===== src/rtl/seq_add_ctrl_pkg.sv =====
// Shared definitions for the nibble-serial adder controller: FSM encoding,
// slice width and the nibble-count helper.
package seq_add_ctrl_pkg;

  typedef enum logic [1:0] {
    IDLE = 2'b00,
    RUN  = 2'b01,
    DONE = 2'b10
  } state_t;

  localparam int unsigned NIBBLE = 4;

  function automatic int unsigned nibble_count(input int unsigned width);
    return width / NIBBLE;
  endfunction

endpackage


===== src/rtl/seq_add_ctrl_rca4.sv =====
// RCA4: 4-bit ripple-carry adder slice shared by the serial adder controller.
module RCA4 (
  output logic [3:0] sum,
  output logic       carry,
  input  logic [3:0] a,
  input  logic [3:0] b,
  input  logic       c0
);

  logic [4:0] c;

  always_comb begin
    c    = '0;
    sum  = '0;
    c[0] = c0;
    for (int unsigned i = 0; i < 4; i++) begin
      sum[i]   = a[i] ^ b[i] ^ c[i];
      c[i + 1] = (a[i] & b[i]) | (a[i] & c[i]) | (b[i] & c[i]);
    end
    carry = c[4];
  end

endmodule


===== src/rtl/seq_add_ctrl.sv =====
// Multi-cycle WIDTH-bit adder: one nibble per clock through a shared RCA4 slice,
// LSB nibble first. Define SEQ_ADD_SUB_EN to honour the sub input.
module seq_add_ctrl
  import seq_add_ctrl_pkg::*;
#(
  parameter int unsigned WIDTH = 16
) (
  input  logic             clk,
  input  logic             rst_n,
  input  logic             start,
  input  logic             abort,
  input  logic [WIDTH-1:0] a,
  input  logic [WIDTH-1:0] b,
  input  logic             cin,
  input  logic             sub,
  output logic             ready,
  output logic             done,
  output logic [WIDTH-1:0] sum,
  output logic             cout,
  output logic             ovf
);

  localparam int unsigned N  = nibble_count(WIDTH);
  localparam int unsigned KW = (N > 1) ? $clog2(N) : 1;
  localparam logic [KW-1:0] K_LAST = KW'(N - 1);

  if (((WIDTH % NIBBLE) != 0) || (WIDTH < 8)) begin : g_width_check
    $error("seq_add_ctrl: WIDTH must be a multiple of 4 and at least 8");
  end

  state_t           state;
  state_t           state_next;
  logic [KW-1:0]    k;
  logic [WIDTH-1:0] a_sr;
  logic [WIDTH-1:0] b_sr;
  logic [WIDTH-1:0] res_sr;
  logic             cy;
  logic             a_msb;
  logic             b_msb;
  logic [WIDTH-1:0] b_eff;
  logic             c_eff;
  logic [3:0]       slice_sum;
  logic             slice_cy;
  logic             accept;
  logic             step;
  logic             load;
  logic             ready_d;

`ifdef SEQ_ADD_SUB_EN
  assign b_eff = sub ? ~b : b;
  assign c_eff = sub | cin;
`else
  logic unused_sub;
  assign unused_sub = sub;
  assign b_eff      = b;
  assign c_eff      = cin;
`endif

  RCA4 u_rca4 (
    .sum   (slice_sum),
    .carry (slice_cy),
    .a     (a_sr[3:0]),
    .b     (b_sr[3:0]),
    .c0    (cy)
  );

  always_ff @(posedge clk or negedge rst_n) begin
    if (!rst_n) begin
      state <= IDLE;
    end else begin
      state <= state_next;
    end
  end

  always_comb begin
    state_next = state;
    case (state)
      IDLE: if (start && ready) state_next = RUN;
      RUN: begin
        if (abort) begin
          state_next = IDLE;
        end else if (k == K_LAST) begin
          state_next = DONE;
        end
      end
      DONE:    state_next = IDLE;
      default: state_next = IDLE;
    endcase
  end

  // ready is a register: it drops on the accepting edge and stays low through
  // the cycle in which done is shown, so a new start can never overlap done.
  always_comb begin
    accept  = (state == IDLE) && ready && start;
    step    = (state == RUN) && !abort;
    load    = (state == DONE);
    ready_d = (state_next == IDLE) && (state != DONE);
  end

  always_ff @(posedge clk or negedge rst_n) begin
    if (!rst_n) begin
      ready  <= 1'b1;
      done   <= 1'b0;
      sum    <= '0;
      cout   <= 1'b0;
      ovf    <= 1'b0;
      k      <= '0;
      cy     <= 1'b0;
      a_sr   <= '0;
      b_sr   <= '0;
      res_sr <= '0;
      a_msb  <= 1'b0;
      b_msb  <= 1'b0;
    end else begin
      ready <= ready_d;
      done  <= load;
      if (accept) begin
        a_sr  <= a;
        b_sr  <= b_eff;
        cy    <= c_eff;
        k     <= '0;
        a_msb <= a[WIDTH-1];
        b_msb <= b_eff[WIDTH-1];
      end else if (step) begin
        a_sr   <= a_sr >> NIBBLE;
        b_sr   <= b_sr >> NIBBLE;
        res_sr <= {slice_sum, res_sr[WIDTH-1:NIBBLE]};
        cy     <= slice_cy;
        k      <= k + 1'b1;
      end
      if (load) begin
        sum  <= res_sr;
        cout <= cy;
        ovf  <= (a_msb == b_msb) && (res_sr[WIDTH-1] != a_msb);
      end
    end
  end

endmodule


===== config.mk =====
export PLATFORM = sky130hd
export DESIGN_NAME = seq_add_ctrl
export DESIGN_NICKNAME = d
export VERILOG_FILES = /design/src/rtl/seq_add_ctrl_pkg.sv /design/src/rtl/seq_add_ctrl_rca4.sv /design/src/rtl/seq_add_ctrl.sv
export SDC_FILE = /design/constraint.sdc
export NUM_CORES = 1
export LEC_CHECK = 0
export ABC_AREA = 1
export BUFFER_PORTS_ARGS = -buffer_cell sky130_fd_sc_hd__buf_2
export CAP_MARGIN = 20
export CORE_UTILIZATION = 50
export CTS_CLUSTER_DIAMETER = 80
export DETAILED_ROUTE_END_ITERATION = 6
export PLACE_DENSITY = 0.76
export SLEW_MARGIN = 20
export SYNTH_ARGS = -nofsm -noshare
export SYNTH_HDL_FRONTEND = slang
export SYNTH_SLANG_ARGS = --single-unit

===== constraint.sdc =====
create_clock -name clk -period 1.9 [get_ports clk]
set_input_delay 0.57 -clock clk [delete_from_list [all_inputs] [get_ports clk]]
set_output_delay 0.57 -clock clk [all_outputs]
set_load 0.01 [all_outputs]

# After elaboration in Yosys (flattened, before gate mapping)

Index checks and enable logic that the tools add are counted.

Reductions and logical operators: 11
Muxes and demuxes: 12
Bitwise logic cells: 29
Eq/ne operators: 6
Add/subtract/negate cells: 1

Operators by type and width:

| kind                | count |
|---|---|
| $mux 16             | 4 |
| $and 1x1->1         | 12 |
| $mux 2              | 5 |
| $or 1x1->1          | 8 |
| $xor 1x1->1         | 8 |
| $logic_and 1x1->1   | 6 |
| $eq 2x2->1 const B  | 2 |
| $logic_not 2->1     | 2 |
| $pmux 2 s2          | 1 |
| $add 2x1->2 const B | 1 |
| $eq 2x1->1 const B  | 1 |
| $mux 1              | 2 |
| $ne 2x2->1 const B  | 1 |
| $reduce_and 2->1    | 1 |
| $reduce_bool 2->1   | 1 |
| $eq 1x1->1          | 1 |
| $logic_not 1->1     | 1 |
| $ne 1x1->1          | 1 |
| $not 1->1           | 1 |

Flip-flop bits (word level): 75
Output and inout bits: 20
Bits of input ports: 38
Word-level logic and storage cells: 72

# Longest topological paths before layout

Gate-level depths: netlist of run 1.

Depth after elaboration: 14
Mapped depth: 10
Mapped depth without buffers: 10

# Cells and area by module

A second synthesis of run 1 with hierarchy kept.

Cell total of the unflattened synthesis: 346
Area, all modules: 3,231.8 um^2

Modules (own cells, without submodules):

| module       | area an instance (um^2) | cells an instance | seq. area each (um^2) | instances |
|---|---|---|---|---|
| seq_add_ctrl | 3,114.2                 | 332               | 1,878.1               | 1 |
| RCA4         | 117.6                   | 14                | 0.0                   | 1 |

# Worst setup path after synthesis of run 1

No wires, ideal clock.

Path kind: register to register
From: reg a_sr[0]
To: reg res_sr[15]
Library setup time: 0.077 ns
Data arrival time: 1.929 ns
Setup slack: -0.106 ns
Path buffers: 0
Data required time: 1.823 ns
Stages on the path, launching flop included: 9
Clock period less this slack: 2.006 ns
Cell sequence: dfrtp_1 inv_1 fa_1 inv_1 fa_1 fa_1 inv_1 fa_1 o21ai_1

Word-level cells in the longest chain between the ends: 10
Elaborated cells on any way between the ends: 13
Those cells by class: 13 x bitwise

Ends and longest elaborated chain:

| item                      | RTL line                | RTL |
|---|---|---|
| start, declared           | seq_add_ctrl.sv:34      | `logic [WIDTH-1:0] a_sr;` |
| start signal, assigned    | seq_add_ctrl.sv:125     | `a_sr <= a_sr >> NIBBLE;` |
| $and 1x1->1               | seq_add_ctrl_rca4.sv:18 | `c[i + 1] = (a[i] & b[i]) \| (a[i] & c[i]) \| (b[i] & c[i]);` |
| $or 1x1->1 * (2 in a row) | seq_add_ctrl_rca4.sv:18 |  |
| $and 1x1->1               | seq_add_ctrl_rca4.sv:18 |  |
| $or 1x1->1                | seq_add_ctrl_rca4.sv:18 |  |
| $or 1x1->1 *              | seq_add_ctrl_rca4.sv:18 |  |
| $and 1x1->1               | seq_add_ctrl_rca4.sv:18 |  |
| $or 1x1->1                | seq_add_ctrl_rca4.sv:18 |  |
| $or 1x1->1 *              | seq_add_ctrl_rca4.sv:18 |  |
| $xor 1x1->1 *             | seq_add_ctrl_rca4.sv:17 | `sum[i] = a[i] ^ b[i] ^ c[i];` |
| end signal, assigned      | seq_add_ctrl.sv:127     | `res_sr <= {slice_sum, res_sr[WIDTH-1:NIBBLE]};` |
| end, declared             | seq_add_ctrl.sv:36      | `logic [WIDTH-1:0] res_sr;` |

Mark *: on every way between the ends. The rest lies on a longest branch, timed or not.
A chain may end at the register's enable or synchronous reset.

# Worst setup path after layout of run 1

From: reg cy
To: reg res_sr[15]

Word-level cells in the longest chain between the ends: 10
Elaborated cells on any way between the ends: 13
Those cells by class: 13 x bitwise

Ends and longest elaborated chain:

| item                   | RTL line                | RTL |
|---|---|---|
| start, declared        | seq_add_ctrl.sv:37      | `logic cy;` |
| start signal, assigned | seq_add_ctrl.sv:128     | `cy <= slice_cy;` |
| $and 1x1->1            | seq_add_ctrl_rca4.sv:18 |  |
| $or 1x1->1             | seq_add_ctrl_rca4.sv:18 |  |
| $or 1x1->1 *           | seq_add_ctrl_rca4.sv:18 |  |
| $and 1x1->1            | seq_add_ctrl_rca4.sv:18 |  |
| $or 1x1->1             | seq_add_ctrl_rca4.sv:18 |  |
| $or 1x1->1 *           | seq_add_ctrl_rca4.sv:18 |  |
| $and 1x1->1            | seq_add_ctrl_rca4.sv:18 |  |
| $or 1x1->1             | seq_add_ctrl_rca4.sv:18 |  |
| $or 1x1->1 *           | seq_add_ctrl_rca4.sv:18 |  |
| $xor 1x1->1 *          | seq_add_ctrl_rca4.sv:17 |  |

Marked as above.

==> results_dict.tcl, run 1 <==
set metrics [dict create \
    status "finished, violations left" \
    violations "setup timing" \
    cts_buffer_depth 2 \
    finalNetCount 447 \
    fin_ws_ps -83.6 \
    slowest_delay_ps 400 \
    gp_congestion 0.753 \
    synthCells 348 \
    dr.pass1.iters 4 \
    core-area_mm2 0.00603 \
    hpwl_um 4140 \
    wl_um 6190 \
    syn_to_final_growth_pct 18.9 \
    hold_ws_ps 92.2 \
    synth_top_area_cell "dfrtp_1" \
    synthTopCellsByArea "dfrtp_1 58%, nand3_1 14%, nand2_1 9.5%, o21ai_1 5.0%, inv_1 2.9%" \
    diodes 0 \
    root_buffer "clkbuf_8" \
    synth-seq-cells 75 \
    slew_viol_final 0 \
    die-area_mm2 0.00671 \
    path_clk_slew_ps 80 \
    htreeDepth 3 \
    setup_viol 2 \
    worstSetupPathType "flip-flop to flip-flop" \
    grt_pass1_wl_um 10800 \
    multi_input_area_mm2 0.00110 \
    synth_edf_count 0 \
    ff_latch_area_mm2 0.00188 \
    post-place-cells 467 \
    ant_nets 0 \
    num_io_pins 58 \
    hp-class "input pin to asynchronous set/reset pin" \
    yosysWarnings 0 \
    crit_path_frequent_cell "inv_2" \
    start_util 0.530 \
    power.density_mw_per_mm2 1540 \
    finClkSkew_ps 9.88 \
    finalNonFillerCells 484 \
    yosysTopAreaCellShare 0.580 \
    grt_pass1_vias 2383 \
    period_needed_ps 1980 \
    clk_latency_ps 340 \
    cellLeakagePower_nw 1.95 \
    drt_iter0_markers 95 \
    synthTopCellsByCount "92 x nand3_1, 81 x nand2_1, 74 x dfrtp_1" \
    avgRoutedWirePerCell_um 12.8 \
    numClockSinks 75 \
    crit_path_start_kind "flip-flop" \
    required_ps 2170 \
    cap_violations 0 \
    end_kind "flip-flop" \
    ir_drop_uv 826 \
    num_vias 2506 \
    cts_buffers 9 \
    worst_pin_slew_ps 487 \
    grt_use_total 0.214 \
    yosys.cell_count.top_type "nand3_1" \
    grt_overflow_total 0 \
    fillers 524 \
    synthArstFlopShare 1.00 \
    antenna_found_initial 0 \
    fp.dieH_um 81.9 \
    ys.flop_type "dfrtp_1" \
    grt_max_degree 43 \
    cts_tree "yes" \
    fin_setup_tns_ps -106 \
    postCtsHoldBufs 0 \
    hold_violations 0 \
    die_w_um 81.9 \
    rsz0062_at_grt "true" \
    fmax_mhz 504 \
    netlist-cell-type-count 22 \
    final_util 0.630 \
    period_share 1.04 \
    via_per_inst 5.18 \
    portBuffers 56 \
    ys_seq_area_frac 0.588 \
    syn_avg_cell_area_um2 9.18 \
    drc 0 \
    crit_path_cell_trace "inv_2 -> fa_1 -> inv_2 -> fa_2 -> fa_2 -> inv_2 -> fa_1 -> o21ai_1" \
    cp_max_fo 2 \
    critPathArrivalTime_ps 2250 \
    synth_fp_nets 391 \
    relSlewSlack 0.675 \
    power.total_mw 5.85 \
    cpMaxStageDelayCell "dfrtp_1" \
    drive_gt1_frac 0.237 \
    synth.cell_area_mm2 0.00319 \
    num_rows 28 \
]
## cells in the final DEF, fill, tap and decap left out, drive strengths merged
master / count
clkinv: 2
dfrtp: 74
o21bai: 1
clkinvlp: 1
inv: 28
clkbuf: 11
nor3: 1
dfstp: 1
nand3: 93
o21ai: 35
ha: 1
nand4: 1
buf: 68
nand2: 82
fa: 4
bufinv: 2
nor2: 4
## worst max-delay path, delay by kind of cell (launching register included)
family                     cells  cell delay [ps]
AOI/OAI and AO/OA              1              120
buffers and inverters          3              170
DFF                            1              400
adders and majority gates      4             1230
## layer usage
layer / routed length [µm] / GRT usage / share of wire
met5: 0 / 0 / 0
met4: 101 / 0.104 / 0.016
met3: 261 / 0.0344 / 0.042
met2: 3000 / 0.354 / 0.48
met1: 2830 / 0.274 / 0.46
## worst paths after layout
check                      slack (ps)   start         end  cells past startpoint
max                               -80      cy  res_sr[15]                      8
min                                90   rst_n      sum[5]                      1
max reg2reg                       -80      cy  res_sr[15]                      8
min reg2reg                       460  sum[0]      sum[0]                      2
max in group asynchronous        1300   rst_n     a_sr[4]                      2
min in group clk                  460   b[13]    b_sr[13]                      3
## per-stage QoR
step | worst slack [ps] | instance area, µm²
finish | -83.6 | 3800
global route | -154 | 3800
CTS | -81.6 | 3800
detailed placement | -88.2 | 3580
global placement | -48.8 | 3580
floorplan | -18.1 | 3200
## report_power, final
part	internal [mW]	switching [mW]	total, mW
sequential	2.25	0.368	2.62
combinational	0.804	1.13	1.94
clock	0.736	0.559	1.30
total	3.79	2.06	5.85
## repair_timing
item,CTS,global route
buffers inserted,1,0
pin swaps,1,0
setup endpoints to repair,2,2
cloned,0,0
gates resized for setup,2,1
## layout make-up
| cell class | instances | area share |
|---|---|---|
| clock buffer | 11 | 0.0346 |
| timing repair buffer | 68 | 0.108 |
| clock inverter | 5 | 0.0204 |
| sequential | 75 | 0.494 |
| tap | 75 | 0.0247 |
| inverter | 28 | 0.0277 |
| multi-input combinational | 222 | 0.290 |
## cells by family after synthesis
kind of cell	share of synthesized area
flip-flops	0.588
buffers and inverters	0.0685
AND/OR/NAND/NOR	0.257
AO/OA/AOI/OAI	0.0572
adder cells (fa/ha/maj)	0.0290
## flip-flops by register name (all words and copies together), names as in the netlist, 2 cells and up
| name | cells |
|---|---|
| b_sr | 16 |
| k | 2 |
| sum | 16 |
| res_sr | 16 |
| state | 2 |
| a_sr | 16 |
Note: power is estimated with default switching activity, not from simulation.
==> inputs of run 2 (changes only) <==
- CORE_UTILIZATION: 50 -> 59
- PLACE_DENSITY: 0.76 -> 0.84
- clock period: 1.9 -> 2.5 ns (I/O delays scaled with it)
==> run 2 against run 1 <==
Effect of this change: the flow now finishes without violations; clock skew is 4.4 ps lower; total power shrank 26%; global-route usage rose by 2.7 points; utilization rose by 8.7 points; via count grew 1.9%; wire length up 1.9%; sequential power fell by 24%; setup slack improved by 430 ps; register-to-register slack improved by 430 ps; first-iteration DRC count increased to 2.8 times the previous value; critical path depth is the same; critical path type unchanged.
==> results_dict.tcl, run 2 (synthesis results as in run 1) <==
set metrics [dict create \
    status "finished clean" \
    clk_latency_ps 330 \
    cp_max_fo 2 \
    fillers 410 \
    diodes 0 \
    slowest_delay_ps 410 \
    cap_violations 0 \
    rsz0062_at_grt "false" \
    cts_setup_buffers 0 \
    htreeDepth 3 \
    hpwl_um 4180 \
    crit_path_frequent_cell "fa_1" \
    via_per_inst 5.40 \
    numClockSinks 75 \
    drc 0 \
    cts_tree "yes" \
    relSlewSlack 0.613 \
    grt_pass1_vias 2244 \
    gp_congestion 0.738 \
    antenna_found_initial 0 \
    fmax_mhz 465 \
    worstSetupPathType "flip-flop to flip-flop" \
    die_w_um 75.6 \
    wl_um 6310 \
    grt_overflow_total 0 \
    ant_nets 0 \
    syn_to_final_growth_pct 16.1 \
    num_vias 2554 \
    power.density_mw_per_mm2 1160 \
    slew_viol_final 0 \
    dr.pass1.iters 4 \
    drive_gt1_frac 0.211 \
    hold_violations 0 \
    finalNetCount 442 \
    critPathArrivalTime_ps 2410 \
    drt_iter0_markers 262 \
    finClkSkew_ps 5.50 \
    fin_ws_ps 351 \
    grt_max_degree 45 \
    num_io_pins 58 \
    ir_drop_uv 601 \
    worst_pin_slew_ps 580 \
    required_ps 2760 \
    cts_buffers 9 \
    pre_cts_slack_ps 374 \
    root_buffer "clkbuf_8" \
    hp-class "input pin to asynchronous set/reset pin" \
    cellLeakagePower_nw 1.92 \
    crit_path_start_kind "flip-flop" \
    avgRoutedWirePerCell_um 13.3 \
    cts_buffer_depth 2 \
    layout_common_cells "92 x nand3_1, 81 x nand2_1, 74 x dfrtp_1, 55 x buf_2, 32 x o21ai_1" \
    portBuffers 56 \
    core-area_mm2 0.00517 \
    path_clk_slew_ps 70 \
    grt_pass1_wl_um 10200 \
    fin_setup_tns_ps 0 \
    mostFrequentLayoutCell "nand3_1" \
    num_rows 26 \
    cts_resized 0 \
    postCtsHoldBufs 0 \
    start_util 0.618 \
    crit_path_cell_trace "inv_1 -> fa_1 -> inv_1 -> fa_1 -> fa_1 -> inv_1 -> fa_1 -> o21ai_1" \
    setup_viol 0 \
    grt_use_total 0.241 \
    end_kind "flip-flop" \
    period_needed_ps 2150 \
    period_share 0.860 \
    fp.dieH_um 75.6 \
    die-area_mm2 0.00571 \
    cpMaxStageDelayCell "fa_1" \
]
-- run 2: changes by cell type in the layout (fill, tap and decap cells not counted), sizes merged --
cell and change:
clkinvlp -1, buf -5, clkinv -1, clkbuf +2, bufinv -1
-- run 2: worst max-delay path, delay by kind of cell, from the launching register on --
kind	cells	cell delay, ps
DFF	1	400
buffers and inverters	3	230
AOI/OAI and AO/OA	1	130
adders and majority gates	4	1320
-- run 2: metal layers --
layer	vias to the layer above	share of wire	wire, µm	global-route usage
li1	1248	-	-	-
met4	0	0.012	73	0.0926
met2	73	0.50	3140	0.382
met5	-	0	0	0
met3	9	0.045	282	0.0397
met1	1224	0.45	2810	0.339
-- run 2: power breakdown --
part	internal, mW	total (mW)	switching [mW]
logic	0.540	1.39	0.854
registers	1.71	2.00	0.289
clock network	0.510	0.917	0.407
-- run 2: final timing paths --
check / endpoint / cells past startpoint / start / slack [ps]
min in group clk: sum[2] / 2 / sum[2] / 470
max: res_sr[15] / 8 / a_sr[0] / 350
max reg2reg: res_sr[15] / 8 / a_sr[0] / 350
max in group asynchronous: b_sr[9] / 2 / rst_n / 1520
min reg2reg: sum[2] / 2 / sum[2] / 470
min: sum[2] / 1 / rst_n / 410
-- run 2: stage by stage --
stage | instances | utilization | power [mW] | area (µm²) | hold WS [ps]
CTS | 473 | 0.717 | 4.34 | 3710 | 433
finish | 473 | 0.717 | 4.31 | 3710 | 409
detailed placement | 458 | 0.680 | 3.42 | 3520 | 454
global route | 473 | 0.717 | 4.64 | 3710 | 452
global placement | 458 | 0.680 | 3.32 | 3520 | 449
floorplan | 348 | - | 3.00 | 3190 | 449
-- run 2: cell type report --
type,count,area [µm²],area share
clock inverters,2,35.0,0.00944
flip-flops and latches,75,1880,0.506
inverters,28,105,0.0283
multi-input cells,222,1100,0.296
clock buffers,13,159,0.0428
repair buffers,63,348,0.0938
well taps,70,87.6,0.0236
==> inputs of run 3 (changes only) <==
==> constraint.sdc (replaced) <==
create_clock -name clk -period 2.5 [get_ports clk]
set_input_delay 0.75 -clock clk [delete_from_list [all_inputs] [get_ports clk]]
set_output_delay 0.75 -clock clk [all_outputs]
set_load 0.1 [all_outputs]
==> run 3 against run 2 <==
Effect of this change: first-iteration DRC count fell by 6.1%; setup slack improved by 5.5 ps; clock-buffer cell count fell by 1; register-to-register slack barely moved; wire length rose by 0.78%; total power rose by 16%.
==> results_dict.tcl, run 3 (synthesis results as in run 1) <==
set metrics [dict create \
    relSlewSlack 0.674 \
    finalNetCount 443 \
    power.density_mw_per_mm2 1350 \
    finClkSkew_ps 4.82 \
    cpMaxStageDelayCell "fa_1" \
    grt_pass1_vias 2264 \
    clk_latency_ps 340 \
    drive_gt1_frac 0.217 \
    grt_use_total 0.253 \
    required_ps 2770 \
    crit_path_start_kind "flip-flop" \
    drc 0 \
    r2r-end "res_sr[15]" \
    path_clk_slew_ps 80 \
    num_rows 26 \
    dr.pass1.iters 5 \
    slew_viol_final 0 \
    fin_setup_tns_ps 0 \
    worst_pin_slew_ps 487 \
    cp_max_fo 2 \
    cts_setup_buffers 0 \
    rsz0062_at_grt "false" \
    ant_nets 0 \
    critPathArrivalTime_ps 2420 \
    wl_um 6360 \
    slowest_delay_ps 410 \
    hold_violations 0 \
    num_vias 2526 \
    htreeDepth 3 \
    cellLeakagePower_nw 1.92 \
    layout_common_cells "92 x nand3_1, 81 x nand2_1, 74 x dfrtp_1, 55 x buf_2, 32 x o21ai_1" \
    portBuffers 56 \
    period_needed_ps 2140 \
    worstSetupPathType "flip-flop to flip-flop" \
    cp_num_buf_inv 3 \
    mostFrequentLayoutCell "nand3_1" \
    power.total_mw 4.99 \
    drt_iter0_markers 246 \
    grt_overflow_total 0 \
    antenna_found_initial 0 \
    fmax_mhz 467 \
    cts_buffers 9 \
    end_kind "flip-flop" \
    grt_pass1_wl_um 10500 \
    die_w_um 75.6 \
    r2r_cells 8 \
    hp-class "input pin to asynchronous set/reset pin" \
    via_per_inst 5.32 \
    num_io_pins 58 \
    syn_to_final_growth_pct 15.9 \
    gp_congestion 0.725 \
    r2r_start "cy" \
    crit_path_frequent_cell "fa_1" \
    core-area_mm2 0.00517 \
    root_buffer "clkbuf_8" \
    postCtsHoldBufs 0 \
    finalNonFillerCells 475 \
    grt_max_degree 43 \
    avgRoutedWirePerCell_um 13.4 \
    cts_buffer_depth 2 \
    final_util 0.716 \
    numClockSinks 75 \
    ir_drop_uv 736 \
    reg2reg_setup_slack_ps 360 \
    cap_violations 0 \
    fp.dieH_um 75.6 \
    critPathTopFamily "adder cells" \
    crit_path_cell_trace "inv_1 -> fa_1 -> inv_1 -> fa_1 -> fa_1 -> inv_1 -> fa_1 -> o21ai_1" \
    cts_tree "yes" \
    post-place-cells 459 \
    setup_viol 0 \
    hpwl_um 4220 \
    status "finished clean" \
    start_util 0.618 \
    diodes 0 \
    period_share 0.857 \
    die-area_mm2 0.00571 \
    cts_resized 0 \
]
-- run 3: cell count changes in the layout (fill, tap and decap cells not counted) --
cell	previous run	this run
clkbuf_1	2	1
clkinv_2	1	2
clkinvlp_4	0	2
buf_4	7	8
bufinv_16	1	0
-- run 3: worst max-delay path by stage --
stage	startpoint	end	slack (ps)	cells past startpoint
after detailed placement	cy	res_sr[15]	350	8
final	cy	res_sr[15]	360	8
after global routing	cy	res_sr[15]	210	8
after global placement	cy	res_sr[15]	440	8
after CTS	cy	res_sr[15]	340	8
after floorplan	a_sr[0]	res_sr[15]	490	8
-- run 3: power breakdown --
part	leakage [nW]	switching, mW	internal [mW]
Clock	0.0884	0.433	0.411
Sequential	0.970	0.283	1.71
Combinational	0.857	1.60	0.551
Total	1.92	2.31	2.67
-- run 3: worst register-to-register path: stages (launching register included) --
cell and delay [ps]:
dfrtp_1 380, inv_1 90, fa_1 170, inv_1 50, fa_1 370, fa_1 370, inv_1 80, fa_1 410
o21ai_1 140
-- run 3: through the flow --
stage               worst slack (ps)  hold WS [ps]  instance area [µm²]
global placement                 436           451                 3520
global route                     213           359                 3700
detailed placement               350           462                 3520
floorplan                        494           449                 3190
CTS                              343           357                 3700
finish                           356           344                 3700
-- run 3: area by class of cell --
| type | instances | area (µm²) |
|---|---|---|
| clock inverter | 4 | 25.0 |
| sequential | 75 | 1880 |
| fill | 392 | 1470 |
| timing repair buffer | 64 | 355 |
| inverter | 28 | 105 |
| clock buffer | 12 | 155 |
| multi-input combinational | 222 | 1100 |
| tap | 70 | 87.6 |
-- run 3: metal layers --
| layer | wire length [µm] | up-vias | global-route usage |
|---|---|---|---|
| met5 | 0 | - | 0 |
| met4 | 99 | 0 | 0.101 |
| met1 | 2750 | 1195 | 0.339 |
| met2 | 3230 | 73 | 0.401 |
| li1 | - | 1248 | - |
| met3 | 279 | 10 | 0.0635 |
